--- src/rtl/box_drawer.sv ---
// box_drawer: fixed-size box rasteriser with a 2-deep request FIFO, one pixel per cycle
// to a VGA adapter write port; pixel outputs are combinational from the draw state.
module box_drawer #(
    parameter int BOX_W = 4,
    parameter int BOX_H = 3
) (
    input  logic       clk,
    input  logic       resetn,
    input  logic       req_valid,
    input  logic [7:0] req_x,
    input  logic [6:0] req_y,
    input  logic [2:0] req_colour,
    output logic       req_ready,
    output logic [7:0] x,
    output logic [6:0] y,
    output logic [2:0] colour,
    output logic       plot,
    output logic       box_done,
    output logic       busy
);
    localparam logic [0:0] IDLE = 1'b0;
    localparam logic [0:0] DRAW = 1'b1;

    logic [0:0]  state;
    logic [17:0] mem [2];
    logic        wr_ptr, rd_ptr;
    logic [1:0]  count;
    logic [3:0]  cx, cy;
    logic [7:0]  base_x;
    logic [6:0]  base_y;
    logic [2:0]  base_c;
    logic        push, pop, last, row_end;
    logic [8:0]  sum_x;
    logic [7:0]  sum_y;

    assign req_ready = count < 2'd2;
    assign push      = req_valid && req_ready;
    assign row_end   = cx == 4'(BOX_W - 1);
    assign last      = state == DRAW && row_end && cy == 4'(BOX_H - 1);
    // Popping on the last pixel keeps consecutive boxes bubble-free.
    assign pop       = count != 2'd0 && (state == IDLE || last);
    assign sum_x     = {1'b0, base_x} + {5'd0, cx};
    assign sum_y     = {1'b0, base_y} + {4'd0, cy};
    assign x         = sum_x[7:0];
    assign y         = sum_y[6:0];
    assign colour    = base_c;
    assign plot      = state == DRAW && sum_x < 9'd160 && sum_y < 8'd120;
    assign busy      = state == DRAW || count != 2'd0;

    always_ff @(posedge clk) begin
        if (push) mem[wr_ptr] <= {req_x, req_y, req_colour};
    end

    always_ff @(posedge clk or negedge resetn) begin
        if (!resetn) begin
            state    <= IDLE;
            count    <= 2'd0;
            wr_ptr   <= 1'b0;
            rd_ptr   <= 1'b0;
            cx       <= 4'd0;
            cy       <= 4'd0;
            base_x   <= 8'd0;
            base_y   <= 7'd0;
            base_c   <= 3'd0;
            box_done <= 1'b0;
        end else begin
            count    <= count + 2'(push) - 2'(pop);
            wr_ptr   <= wr_ptr ^ push;
            rd_ptr   <= rd_ptr ^ pop;
            box_done <= last;
            if (pop) begin
                {base_x, base_y, base_c} <= mem[rd_ptr];
                cx    <= 4'd0;
                cy    <= 4'd0;
                state <= DRAW;
            end else if (last) begin
                cx    <= 4'd0;
                cy    <= 4'd0;
                state <= IDLE;
            end else if (state == DRAW) begin
                cx <= row_end ? 4'd0 : cx + 4'd1;
                cy <= row_end ? cy + 4'd1 : cy;
            end
        end
    end
endmodule

--- config.mk ---
export PLATFORM = sky130hd
export DESIGN_NAME = box_drawer
export DESIGN_NICKNAME = d
export VERILOG_FILES = /design/src/rtl/box_drawer.sv
export SDC_FILE = /design/constraint.sdc
export NUM_CORES = 1
export LEC_CHECK = 0
export CORE_MARGIN = 8
export CORE_UTILIZATION = 56
export CTS_BUF_LIST = sky130_fd_sc_hd__clkbuf_8
export DETAILED_ROUTE_END_ITERATION = 10
export PLACE_DENSITY = 0.88
export SYNTH_ARGS = -nofsm -noshare
export SYNTH_HDL_FRONTEND = slang
export SYNTH_SLANG_ARGS = --single-unit
--- constraint.sdc ---
create_clock -name clk -period 3.18 [get_ports clk]
set_input_delay 0.636 -clock clk [delete_from_list [all_inputs] [get_ports clk]]
set_output_delay 0.636 -clock clk [all_outputs]
set_load 0.02 [all_outputs]
=== Yosys cells after proc, flatten, opt, wreduce, memory -nomap -nowiden ===
Memory sizes are Yosys's and may differ from the RTL's. A register that Yosys moved wholly into a read port is not among the register bits.
Index checks and enable logic that the tools add are counted.

* Magnitude comparators: 3
* Multipliers: 0
* Equality and inequality tests: 2
* Add/subtract/negate cells: 6
* Div/mod/pow operators: 0
* Shifts and indexed selects: 0
* Reductions and logical operators: 14
* Bitwise logic cells: 3
* Mux-type cells: 12

{| class="wikitable"
|+ Operator list
! cell !! count
|-
| $mux W4 || 8
|-
| $add A8 B4 Y9 || 1
|-
| $lt A9 B8 Y1 const B || 1
|-
| $add A4 B1 Y4 const B || 2
|-
| $add A7 B4 Y8 || 1
|-
| $eq A4 B2 Y1 const B || 2
|-
| $lt A8 B7 Y1 const B || 1
|-
| $logic_and A1 B1 Y1 || 6
|-
| $reduce_bool A3 Y1 || 2
|-
| $mux W1 || 4
|-
| $reduce_bool A2 Y1 || 2
|-
| $add A2 B1 Y2 || 1
|-
| $logic_or A1 B1 Y1 || 2
|-
| $lt A2 B2 Y1 const B || 1
|-
| $reduce_and A2 Y1 || 1
|-
| $sub A2 B1 Y2 || 1
|-
| $xor A1 B1 Y1 || 2
|-
| $logic_not A1 Y1 || 1
|-
| $not A1 Y1 || 1
|}

* RAM bits: 36
* Bits in latches: 0
* Word-level logic and storage cells: 48
* Bits in registers: 14
* ROM bits: 0
* Memories: 1

{| class="wikitable"
|+ Memories
! memory !! words !! width !! read ports !! clocked after Yosys merged registers in !! wr ports !! RTL line !! text
|-
| mem || 2 || 18 || 1 || 1 || 1 || 25 || <nowiki>logic [17:0] mem [2];</nowiki>
|}

=== Depth between registers and ports, before layout ===
Gate-level depths: netlist (run 1).

* Depth after elaboration: 7
* Gate-level depth with buffers: 12
* Mapped depth without buffers: 11

=== Least setup slack after synthesis (run 1) ===
No wires, ideal clock.

* Path kind: reg2out
* From: register cx[0]
* To: output plot
* Data required time: 2.544 ns
* Path slack: 0.134 ns
* Stages on the path, launching flop included: 7
* Buffers on the path: 0
* Arrival time: 2.410 ns
* Cells stage by stage: dfrtp_1 -> ha_1 -> fa_1 -> or4b_2 -> o31ai_1 -> a21oi_1 -> a211oi_1

* Cells in the longest elaborated chain, start to end: 4

{| class="wikitable"
|+ RTL lines
! item !! RTL line !! text
|-
| start: declaration || 28 || <nowiki>logic [3:0] cx, cy;</nowiki>
|-
| start signal: assignment || 81 || <nowiki>cx <= row_end ? 4'd0 : cx + 4'd1;</nowiki>
|-
| $add A8 B4 Y9 || 42 || <nowiki>assign sum_x = {1'b0, base_x} + {5'd0, cx};</nowiki>
|-
| $lt A9 B8 Y1 || 47 || <nowiki>assign plot = state == DRAW && sum_x < 9'd160 && sum_y < 8'd120;</nowiki>
|-
| $logic_and A1 B1 Y1 (2 in a row) || 47 ||
|-
| end: declaration || 17 || <nowiki>output logic plot,</nowiki>
|}

Every way passes these cells.

=== Final worst setup path (run 1) ===
* From: register base_x[0] (read register of mem)
* To: output plot

* Cells in the longest elaborated chain, start to end: 4

{| class="wikitable"
|+ RTL lines
! item !! RTL line !! text
|-
| start: declaration || 29 || <nowiki>logic [7:0] base_x;</nowiki>
|-
| $add A8 B4 Y9 || 42 ||
|-
| $lt A9 B8 Y1 || 47 ||
|-
| $logic_and A1 B1 Y1 (2 in a row) || 47 ||
|}

Every way passes these cells.

==> results of run 1 <==
[registers in the layout, indices dropped and copies added, names as in the netlist]
| name | flops |
|---|---|
| wr_ptr | 1 |
| rd_ptr | 1 |
| box_done | 1 |
| mem | 36 |
| state | 1 |
| base_x | 8 |
| base_y | 7 |
| cy | 4 |
| colour | 3 |
| count | 2 |
| cx | 4 |
[cell type report]
| class | instances | area share, % |
|---|---|---|
| Inverter | 13 | 1.27 |
| Clock inverter | 6 | 0.843 |
| Clock buffer | 10 | 3.57 |
| Timing Repair Buffer | 59 | 13.9 |
| Tap cell | 72 | 2.34 |
| Multi-Input combinational cell | 150 | 29.3 |
| Sequential cell | 68 | 48.8 |
[power by group through the flow]
stage          Sequential (W)  Clock [W]  Combinational, W
6_report              0.00145   0.000602           0.00167
5_1_grt               0.00148   0.000654           0.00186
4_1_cts               0.00144   0.000618           0.00165
3_5_place_dp          0.00146          0           0.00167
3_3_place_gp          0.00144          0           0.00162
2_1_floorplan         0.00139          0           0.00104
[Yosys cell counts, types with 2 or more instances]
library cell / number
buf_6: 3
nor2_1: 8
mux2i_1: 18
o21ai_2: 2
edfxtp_1: 36
xnor2_1: 8
clkbuf_2: 2
ha_1: 15
o21ai_0: 12
xor2_1: 6
o31ai_1: 2
dfrtp_1: 32
fa_1: 2
nand2_1: 30
o21ai_1: 13
nand3_1: 3
and3_1: 3
a21oi_1: 7
nand2b_1: 3
a211oi_1: 2
inv_1: 13
[repair_timing]
item | CTS | global route
setup buffers | 0 | 2
hold buffers | 0 | 0
pin swaps | 0 | 4
setup endpoints to repair | 8 | 5
gates resized for setup | 15 | 9
[critical path: stages, from the launching register on]
cell      delay (ns)
dfrtp_1         0.41
ha_4            0.18
fa_2            0.37
or4b_4          0.49
o31ai_2         0.25
a21oi_2         0.07
a211oi_2        0.23
buf_4           0.18
[how the worst min path moves through the flow]
stage              start   endpoint  cells after the start
4_1_cts        colour[2]  colour[2]                      2
2_1_floorplan     resetn  base_x[0]                      0
3_5_place_dp   colour[2]  colour[2]                      2
3_3_place_gp   colour[2]  colour[2]                      2
5_1_grt        base_y[0]  base_y[0]                      2
6_report       colour[2]  colour[2]                      2
[stage by stage]
stage,setup TNS [ns],util (%)
2_1_floorplan,0,-
3_3_place_gp,-0.255,67.5
3_5_place_dp,-0.312,67.5
4_1_cts,-0.143,70.6
5_1_grt,-0.169,71.4
6_report,0,71.4
[per-layer routing]
layer / vias up / share of wire, % / global-route usage [%]
li1: 972 / - / -
met1: 990 / 39 / 17.1
met2: 54 / 54 / 27.7
met3: 16 / 4.7 / 4.74
met4: 0 / 2.6 / 9.15
met5: - / 0 / 0
[cells by family after synthesis]
group                    Yosys count  synth area share [%]
flip-flops                        68                  61.1
AND/OR/NAND/NOR                   57                  9.19
AO/OA/AOI/OAI                     43                  8.54
buffers and inverters             20                  3.37
multiplexers                      18                  5.85
adder cells (fa/ha/maj)           17                  7.40
XOR/XNOR                          15                  4.51
==> out/results.ini, run 1 <==
[final_layout]
fillers=410
regArea_sq_um=1880
layout.cells.non_filler=378
layout_commonest_cell=edfxtp_1
multi_input_area_sq_um=1130
antenna-diode-count=0
syn2layout_area_growth_pct=25.3
fin_nets=339
final_cell_mix=36 x edfxtp_1, 34 x clkdlybuf4s50_1, 32 x dfrtp_1, 30 x nand2_1
layout-drive-gt1-share_pct=14.7
final_cell_area_sq_um=3860

[critical_path]
critical_path.max_fanout=2
setup.worst_path.end=plot
r2r_slack_ns=0.68
cp_data_arrival_time_ns=2.52
criticalPathCategory=reg -> out
worstRegToRegCells=12
rr_startpoint=cx[0]
end_kind=output port
start_kind=flop
required_ns=2.54
timing.rr.end=count[1]
crit_start=base_x[0]

[synth]
ys.warnings.count=0
synth_edf_count=36
yosysUniqueCellTypes=39
syn_inst=238
synth_ff_type=edfxtp_1
synth-seq-cells=68
yosys.area.top_type_share_pct=35.1
yosysSeqAreaShare_pct=61.1
netlist.top_cell.by_area=edfxtp_1
synth_area_sq_um=3080
async_flop_share_pct=47.1
postSynthAreaPerCell_sq_um=12.9
synth_area_leaders=edfxtp_1 35%, dfrtp_1 26%, ha_1 6.1%
syn_nets=276

[sta]
setup_viol=0
slew_headroom_pct=29.1
rsz0062_at_grt=yes
slew_violations=0
tightest_slew_ns=1.06
final-hold-violation-count=0
hold_slack_ns=0.488
skew_ns=0.00578
max_freq_mhz=317
layout_setup_ws_ns=0.0251
period_share_pct=99.2
period_needed_ns=3.15

[grt]
grt_pass1_vias=2131
grt_max_degree=38
track_usage_pct=16.0
antenna_found_initial=0
grt_pass1_wl_mm=10.3
grt_overflow=0

[placed_design]
dpl.cell_count=360
placed_area_sq_um=3650
routabilityCongestion=0.830
place_hpwl_mm=4.30
place_ws_ns=-0.312
port_buffers=42

[drt]
ant_nets=0
vias_per_cell=5.38
routed_wirelength_mm=5.92
drtPass1Iterations=4
num_vias=2032
post_drt_wl_per_cell_um=15.7
drc_errors=0
dr.first_iter.drc_count=98

[run_status]
status=finished, final reports clean

[floorplan]
num_rows=27
die_h_um=90.1
start_util_pct=56.9
num_io_pins=43
core_area_sq_um=5410
fp.dieW_um=90.1
die_area_sq_um=8120

[power_and_ir_drop]
swShare_pct=38.4
power_switching_w=0.00143
leakage_nw=1.67
p_per_area_nw_per_um2=965
power_frac_comb_pct=45.0
internal_power_w=0.00229
p_total_w=0.00372
ir_drop_mv=0.493
seq_power_share_pct=38.9
clock_power_share_pct=16.2

[clock_network]
cts_tree=done
clock_latency_ns=0.34
cts_sinks=68
clk_path_buf_depth=2
htreeDepth=3
clk_root_buffer_cell=clkbuf_8
clk_pin_slew_ns=0.07
numCtsBuffers=9

[min_path]
hp-class=reg -> reg

[flow_run]
cap_violations=0

(Power assumes the default switching activity.)
==> run 2, diff against run 1 <==
- MAX_ROUTING_LAYER: not set -> met4
==> out/results.ini, run 2 (synthesis gave the netlist of run 1 again) <==
[clock_network]
cts_hold_buf=0
clk_root_buffer_cell=clkbuf_8
clock_latency_ns=0.35
cts_sinks=68
htreeDepth=3
numCtsBuffers=9
clk_path_buf_depth=2
clk_pin_slew_ns=0.07
cts_tree=done

[sta]
slew_headroom_pct=29.5
tightest_slew_ns=1.06
period_needed_ns=3.17
max_freq_mhz=316
final-hold-violation-count=0
finalSetupTns_ns=0
rsz0062_at_grt=yes
hold_slack_ns=0.488
period_share_pct=99.5
slew_violations=0
layout_setup_ws_ns=0.0149
skew_ns=0.00620
setup_viol=0

[critical_path]
required_ns=2.54
critPathTopFamily=adder cells
critical_path.max_fanout=2
slowest_stage=or4b_4
criticalPathCategory=reg -> out
critPathBufInv=1
end_kind=output port
start_kind=flop
critPathMaxStageDelay_ns=0.50
crit_chain=ha_4 -> fa_2 -> or4b_4 -> o31ai_2 -> a21oi_2 -> a211oi_2 -> buf_4
cp_data_arrival_time_ns=2.53

[final_layout]
layout_commonest_cell=edfxtp_1
reg_top3=mem (36), base_x (8), base_y (7)
largest_reg_flops=36
multi_input_area_sq_um=1130
fillers=410
regArea_sq_um=1880
final_cell_area_sq_um=3860
syn2layout_area_growth_pct=25.3
antenna-diode-count=0
fin_nets=339
final_cell_mix=36 x edfxtp_1, 34 x clkdlybuf4s50_1, 32 x dfrtp_1, 30 x nand2_1
layout-drive-gt1-share_pct=14.7
largest-register=mem

[drt]
drc_errors=0
routed_wirelength_mm=5.93
post_drt_wl_per_cell_um=15.7
drtPass1Iterations=5
vias_per_cell=5.35
num_vias=2023
ant_nets=0
dr.first_iter.drc_count=99

[placed_design]
placed_area_sq_um=3650
routabilityCongestion=0.843
port_buffers=42
place_hpwl_mm=4.30
place_ws_ns=-0.312

[grt]
grt_overflow=0
grt_pass1_wl_mm=10.3
grt_pass1_vias=2133
track_usage_pct=16.5
grt_max_degree=38
antenna_found_initial=0

[floorplan]
num_io_pins=43
die_area_sq_um=8120
fp.dieW_um=90.1
start_util_pct=56.9
die_h_um=90.1
num_rows=27
core_area_sq_um=5410

[flow_run]
cap_violations=0

[power_and_ir_drop]
leakage_nw=1.67
ir_drop_mv=0.491
p_per_area_nw_per_um2=966
p_total_w=0.00373

[run_status]
status=finished, final reports clean

[min_path]
hp-class=reg -> reg

-- run 2: metal layers --
layer / track usage, % / part of all wire [%] / up-vias
li1: - / - / 971
met1: 17.2 / 39 / 994
met2: 27.7 / 54 / 45
met3: 4.41 / 4.0 / 13
met4: 9.57 / 2.6 / 0
met5: - / 0 / -
-- run 2: cell type report --
| cell class | instances | area share, % |
|---|---|---|
| timing repair buffer | 59 | 13.9 |
| inverter | 13 | 1.27 |
| sequential | 68 | 48.8 |
| tap | 72 | 2.34 |
| multi-input combinational | 150 | 29.3 |
| clock inverter | 6 | 0.843 |
| clock buffer | 10 | 3.57 |
-- run 2: what timing repair did --
| item | 4_1_cts | 5_1_grt |
|---|---|---|
| pin swaps | 0 | 4 |
| resized for setup | 15 | 9 |
| endpoints found under the setup margin | 8 | 5 |
| buffers inserted | 0 | 2 |
-- run 2: stage by stage --
| stage | cells | utilization [%] |
|---|---|---|
| after CTS | 376 | 70.6 |
| after global placement | 360 | 67.5 |
| final | 378 | 71.4 |
| after detailed placement | 360 | 67.5 |
| after global routing | 378 | 71.4 |
| after floorplan | 238 | - |
-- run 2: worst register-to-register path, stage by stage (launching register included) --
cell     delay [ns]
dfrtp_1        0.39
buf_4          0.13
buf_4          0.11
ha_1           0.18
or3b_4         0.43
o31ai_4        0.28
o21ai_2        0.09
inv_1          0.11
ha_1           0.24
inv_1          0.05
ha_1           0.15
xnor2_1        0.14
xnor2_1        0.14
-- run 2: worst paths after layout --
path / startpoint / endpoint / slack, ns / depth (start not counted)
min reg2reg: colour[2] / colour[2] / 0.49 / 2
max reg2reg: cx[0] / count[1] / 0.67 / 12
min: colour[2] / colour[2] / 0.49 / 2
min in group asynchronous: resetn / cy[0] / 0.68 / 2
max: cx[0] / plot / 0.01 / 7
max in group asynchronous: resetn / base_y[3] / 2.20 / 2
-- run 2: where the power goes --
group	internal (W)	total, W	switching [W]
Sequential	0.00120	0.00145	0.000245
Clock	0.000295	0.000605	0.000310
Combinational	0.000798	0.00168	0.000878
Total	0.00229	0.00373	0.00143
